`src/rtl/intercal_alu_sched.sv`:
```
// Round-robin scheduler sharing one external INTERCAL ALU between two requesters; INTERCAL_SCHED_CHAIN_EN feeds a requester's last result back as operand A.
// Latency: accept at edge N, rsp_valid from edge N+EXEC_CYCLES; one op per EXEC_CYCLES+2 cycles.
// Backpressure: cmd_ready only in IDLE; RESP holds result until the owner's rsp_ready.
module intercal_alu_sched #(
    parameter int EXEC_CYCLES = 1,
    parameter int CNT_W       = 16
) (
    input  logic             clk,
    input  logic             rst,
    input  logic [1:0]       cmd_valid,
    output logic [1:0]       cmd_ready,
    input  logic [7:0]       cmd_op,
    input  logic [63:0]      cmd_a,
    input  logic [63:0]      cmd_b,
    input  logic [1:0]       cmd_chain,
    output logic [1:0]       rsp_valid,
    input  logic [1:0]       rsp_ready,
    output logic [31:0]      rsp_data,
    output logic [3:0]       alu_op,
    output logic [31:0]      alu_a,
    output logic [31:0]      alu_b,
    input  logic [31:0]      alu_f,
    output logic             busy,
    output logic [CNT_W-1:0] done_cnt
);

    typedef enum logic [1:0] {
        IDLE = 2'd0,
        EXEC = 2'd1,
        RESP = 2'd2
    } state_t;

    localparam logic [3:0] CNT_INIT = 4'(EXEC_CYCLES - 1);

    state_t      state_q, state_d;
    logic        last_grant;
    logic        owner_q;
    logic [3:0]  op_q;
    logic [31:0] a_q, b_q;
    logic [3:0]  cnt_q;

    logic        grant;
    logic        accept;
    logic        rsp_hs;
    logic [3:0]  op_sel;
    logic [31:0] a_raw, a_sel, b_sel;

    // A tie goes to whoever did not win last time.
    always_comb begin
        grant = cmd_valid[1];
        if (cmd_valid == 2'b11) begin
            grant = ~last_grant;
        end
    end

    assign accept = (state_q == IDLE) && (|cmd_valid) && !rst;
    assign rsp_hs = (state_q == RESP) && rsp_ready[owner_q];

    assign op_sel = grant ? cmd_op[7:4]  : cmd_op[3:0];
    assign a_raw  = grant ? cmd_a[63:32] : cmd_a[31:0];
    assign b_sel  = grant ? cmd_b[63:32] : cmd_b[31:0];

`ifdef INTERCAL_SCHED_CHAIN_EN
    logic [31:0] last_result_0, last_result_1;

    always_ff @(posedge clk) begin
        if (rst) begin
            last_result_0 <= '0;
            last_result_1 <= '0;
        end else if (rsp_hs) begin
            if (owner_q) begin
                last_result_1 <= rsp_data;
            end else begin
                last_result_0 <= rsp_data;
            end
        end
    end

    assign a_sel = (grant ? cmd_chain[1] : cmd_chain[0]) ?
                   (grant ? last_result_1 : last_result_0) : a_raw;
`else
    logic unused_chain;
    assign unused_chain = ^cmd_chain;
    assign a_sel        = a_raw;
`endif

    always_comb begin
        state_d = state_q;
        case (state_q)
            IDLE: if (accept)         state_d = EXEC;
            EXEC: if (cnt_q == 4'd0)  state_d = RESP;
            RESP: if (rsp_hs)         state_d = IDLE;
            default:                  state_d = IDLE;
        endcase
    end

    always_comb begin
        cmd_ready = 2'b00;
        if (accept) begin
            cmd_ready = grant ? 2'b10 : 2'b01;
        end
    end

    always_comb begin
        rsp_valid = 2'b00;
        if (state_q == RESP) begin
            rsp_valid = owner_q ? 2'b10 : 2'b01;
        end
    end

    assign busy   = (state_q != IDLE);
    assign alu_op = op_q;
    assign alu_a  = a_q;
    assign alu_b  = b_q;

    // Operand registers are only rewritten on accept, so the ALU sees them
    // unchanged through EXEC and RESP.
    always_ff @(posedge clk) begin
        if (rst) begin
            state_q    <= IDLE;
            last_grant <= 1'b1;
            owner_q    <= 1'b0;
            op_q       <= '0;
            a_q        <= '0;
            b_q        <= '0;
            cnt_q      <= '0;
            rsp_data   <= '0;
            done_cnt   <= '0;
        end else begin
            state_q <= state_d;
            if (accept) begin
                op_q       <= op_sel;
                a_q        <= a_sel;
                b_q        <= b_sel;
                owner_q    <= grant;
                last_grant <= grant;
                cnt_q      <= CNT_INIT;
            end
            if (state_q == EXEC) begin
                if (cnt_q != 4'd0) begin
                    cnt_q <= cnt_q - 4'd1;
                end else begin
                    rsp_data <= alu_f;
                end
            end
            if (rsp_hs) begin
                done_cnt <= done_cnt + CNT_W'(1);
            end
        end
    end

endmodule
```
`config.mk`:
```
export PLATFORM = sky130hd
export DESIGN_NAME = intercal_alu_sched
export DESIGN_NICKNAME = d
export VERILOG_FILES = /design/src/rtl/intercal_alu_sched.sv
export SDC_FILE = /design/constraint.sdc
export NUM_CORES = 1
export LEC_CHECK = 0
export CORE_ASPECT_RATIO = 1.5
export CORE_MARGIN = 8
export CORE_UTILIZATION = 38
export DETAILED_ROUTE_END_ITERATION = 6
export PLACE_DENSITY_LB_ADDON = 0.08
export SYNTH_ARGS = -nofsm -noshare
export SYNTH_HDL_FRONTEND = slang
export SYNTH_SLANG_ARGS = --single-unit
```
`constraint.sdc`:
```
create_clock -name clk -period 1.99 [get_ports clk]
set_input_delay 0.4975 -clock clk [delete_from_list [all_inputs] [get_ports clk]]
set_output_delay 0.4975 -clock clk [all_outputs]
set_load 0.02 [all_outputs]
```
==> impl_table.tex <==
\begin{tabular}{lr}
\hline
Metric & Value \\
\hline
\multicolumn{2}{l}{\textbf{Place}} \\
Pre-CTS setup slack & -0.7629 ns \\
Routability-driven placement congestion ratio & 0.7695 \\
Sum of net half-perimeters after detailed placement & $\sim$15000 um \\
Port Buffers & approximately 290 \\
\multicolumn{2}{l}{\textbf{Pwr}} \\
Maximum vdd drop & slightly below 0.6 mV \\
Total power & approximately 0.0084 W \\
Static leakage power & about 3.6 nW \\
Power per cell area & 918.9 nW/um2 \\
\multicolumn{2}{l}{\textbf{Setup path}} \\
Largest delay share family, worst path & simple AND/OR/NAND/NOR gates \\
Critical Path Start Type & flip-flop \\
Longest individual stage delay on the worst path & a little over 0.3 ns \\
Ordered list of cells on the worst path & or2\_4 -> or2\_4 -> nor3b\_2 -> buf\_4 \\
Cell with the biggest individual delay on the critical path & dfxtp\_1 \\
Capturing element type of the critical path & output port \\
Maximum fanout encountered on the critical timing path & 3 \\
Arrival time at the worst endpoint & 1.53 ns \\
Worst path most repeated cell & or2\_4 \\
Setup Crit Path Kind & flip-flop to output port \\
Required time at the worst-slack endpoint & 1.49 ns \\
Critical path buffers and inverters & 1 \\
Slack of the worst reg-to-reg path & around 0.21 ns \\
\multicolumn{2}{l}{\textbf{Synth}} \\
Distinct cell type count of the synthesized netlist & 36 \\
Synth area leader & dfxtp\_1 \\
Cell Area, Synth & a little over 5000 um2 \\
Syn avg cell area & between 8 and 9 um2 \\
Number of enable flip-flop cells after synthesis & 0 \\
Cell count after synthesis & between 500 and 600 \\
Total nets after synthesis & approximately 760 \\
Fraction of synthesized cell area taken by the top area cell type & 0.4814 \\
Most common cell in the netlist & dfxtp\_1 \\
Proportion of register bits with asynchronous set or reset after synthesis & 0 \\
Prevailing post-synth register cell & dfxtp\_1 \\
Seq cells post-synth & 124 \\
Total number of yosys warnings & 0 \\
Top cells by area, synth & dfxtp\_1 (48\%), mux2i\_1 (13\%), a211oi\_1 (9.9\%) \\
Leading cell types by count after synthesis & dfxtp\_1 (124), nor2\_1 (82), nand2\_1 (75) \\
Portion of the post-synthesis area used by sequential elements & 0.4814 \\
\multicolumn{2}{l}{\textbf{Clock network}} \\
Clock Latency Late Sink & about 0.41 ns \\
Clock slew seen by the registers of the worst setup and hold paths & around 0.050 ns \\
Clock buffer depth & 2 \\
Hold-fix buffers, CTS & 0 \\
Library cell used as clock root buffer & clkbuf\_16 \\
Number of sinks driven by the clock tree & 124 \\
Number of buffers created by CTS & 17 \\
Number of H-tree levels & 4 \\
TritonCTS clock tree & yes \\
\multicolumn{2}{l}{\textbf{Floorplan}} \\
I/O pin count & about 300 \\
Die boundary height & between 150 and 200 um \\
Floorplan die width & between 100 and 150 um \\
Initial core utilization & 0.3847 \\
Core region area & approximately 13000 um2 \\
Core Rows & 52 \\
Die footprint & between 15000 and 20000 um2 \\
\multicolumn{2}{l}{\textbf{Global routing}} \\
Total Routing Usage GR & 0.2087 \\
Initial antenna violation count & 1 \\
Sum of overflow across all layers after global routing & 0 \\
First-pass GRT wire length & between 20000 and 30000 um \\
Number of global-route vias before repair & 5591 \\
Maximum number of pins on one net before global-route repair & between 100 and 150 \\
\multicolumn{2}{l}{\textbf{Drt}} \\
Average wire per cell in the routed design & about 18 um \\
Post-detailed-route count of antenna-violating nets & 0 \\
DRT Wirelength & 19190 um \\
DRC & 0 \\
Drt first pass iters & 4 \\
Via density per instance & slightly above 5 \\
Number of vias in the routed layout & 5307 \\
DRT iter0 DRCs & roughly 170 \\
\multicolumn{2}{l}{\textbf{STA}} \\
Max Clock Freq & 492.0 MHz \\
RSZ-0062 raised after global routing & yes \\
Max transition margin & 0.5993 \\
\# setup viols final & 1 \\
Pins over their slew limit & 0 \\
Period Utilization, post-route & 1.021 \\
Shortest clock period the worst path allows after layout & $\sim$2 ns \\
TNS Setup & -0.04249 ns \\
Worst setup skew after layout & around 0.010 ns \\
Final worst setup slack & -0.04249 ns \\
Measured slew at the worst slew-check pin & roughly 0.6 ns \\
Number of hold violations in the final report & 0 \\
\multicolumn{2}{l}{\textbf{Run status}} \\
Violations in the final reports & setup timing \\
Outcome & finished, violations left \\
\multicolumn{2}{l}{\textbf{Finish}} \\
Growth of design area from synthesis to finish & 77.38\% \\
Layout fillers & between 1000 and 1500 \\
Layout cell share with drive strength beyond 1 & 0.08774 \\
Nets & about 1100 \\
\multicolumn{2}{l}{\textbf{Hold path}} \\
Worst hold path class & flip-flop to flip-flop \\
\multicolumn{2}{l}{\textbf{Job}} \\
Max capacitance violation total & 0 \\
\hline
\end{tabular}
[layout make-up]
cell class / count / area, um2 / area share
inverters: 4 / 15.01 / 0.001642
diodes: 1 / 2.502 / 0.0002736
flip-flops and latches: 124 / 2482 / 0.2714
well taps: 162 / 202.7 / 0.02216
repair buffers: 325 / 3263 / 0.3568
multi-input cells: 404 / 2515 / 0.2750
clock inverters: 13 / 212.7 / 0.02326
clock buffers: 19 / 452.9 / 0.04952
[layout by cell type, fill, tap and decap left out, drive strengths merged, types with 2 or more instances in the layout]
master and n:
a211oi 68, a21oi 45, and2 2, and3 2
and4b 2, buf 35, bufinv 5, clkbuf 20
clkdlybuf4s50 278, clkinv 3, clkinvlp 3, dfxtp 124
dlygate4sd2 6, dlymetal6s2s 5, ha 2, inv 6
mux2i 69, nand2 75, nand2b 3, nand3 8
nand4 3, nor2 82, nor2b 2, nor3 2
nor3b 2, o21ai 4, o31ai 5, or2 3
or3 3, or4 5, xnor2 3, xor2 5
[metal layers]
| metal | vias to the layer above | track usage | share of wire |
|---|---|---|---|
| li1 | 2639 | - | - |
| met1 | 2436 | 0.1978 | 0.35 |
| met2 | 202 | 0.3895 | 0.54 |
| met3 | 30 | 0.08220 | 0.079 |
| met4 | 0 | 0.09242 | 0.026 |
| met5 | - | 0 | 0 |
[flip-flops by register name (all words and copies together) (netlist names)]
register and cells:
alu_a 32, state_q 2, done_cnt 16, cnt_q 4, owner_q 1, rsp_data 32, last_grant 1, alu_op 4
alu_b 32
[worst min-delay path: stages (launching register included)]
cell	delay (ns)
dfxtp_1	0.30
nand2_1	0.05
a21oi_1	0.05
[timing repair]
item                                    CTS  global route
gates cloned                              0             0
pin swaps                                 2             0
gates resized for setup                  25             8
endpoints found under the setup margin    9             9
setup buffers                             1             0
[worst paths after layout]
| path | cells after the start | start | to |
|---|---|---|---|
| min reg2reg | 2 | rsp_data[17] | rsp_data[17] |
| min | 2 | rsp_data[17] | rsp_data[17] |
| max reg2reg | 5 | state_q[0] | done_cnt[15] |
| max | 4 | state_q[0] | cmd_ready[1] |
[power by group]
| part | switching [W] | leakage [nW] | internal, W | total, W |
|---|---|---|---|---|
| Combinational | 0.00101 | 2.23 | 0.00108 | 0.00209 |
| Sequential | 0.000129 | 1.02 | 0.00273 | 0.00286 |
| Clock | 0.00116 | 0.316 | 0.00230 | 0.00346 |
| Total | 0.00230 | 3.57 | 0.00611 | 0.00840 |
[logic make-up after synthesis]
kind of cell	count (synthesis)	synth area share
adder cells (fa/ha/maj)	2	0.004852
flip-flops	124	0.4814
multiplexers	70	0.1361
AND/OR/NAND/NOR	199	0.1677
XOR/XNOR	8	0.01359
buffers and inverters	51	0.03785
AO/OA/AOI/OAI	125	0.1585
[stage by stage]
stage / hold slack [ns] / util / instance area, um2 / instances
floorplan: 0.4328 / - / 5161 / 579
CTS: 0.4536 / 0.6819 / 9140 / 1051
global route: 0.4694 / 0.6824 / 9146 / 1052
global placement: 0.4426 / 0.6318 / 8468 / 1018
detailed placement: 0.4458 / 0.6318 / 8468 / 1018
finish: 0.4530 / 0.6824 / 9146 / 1052
Power figures use the tool's default switching activity.
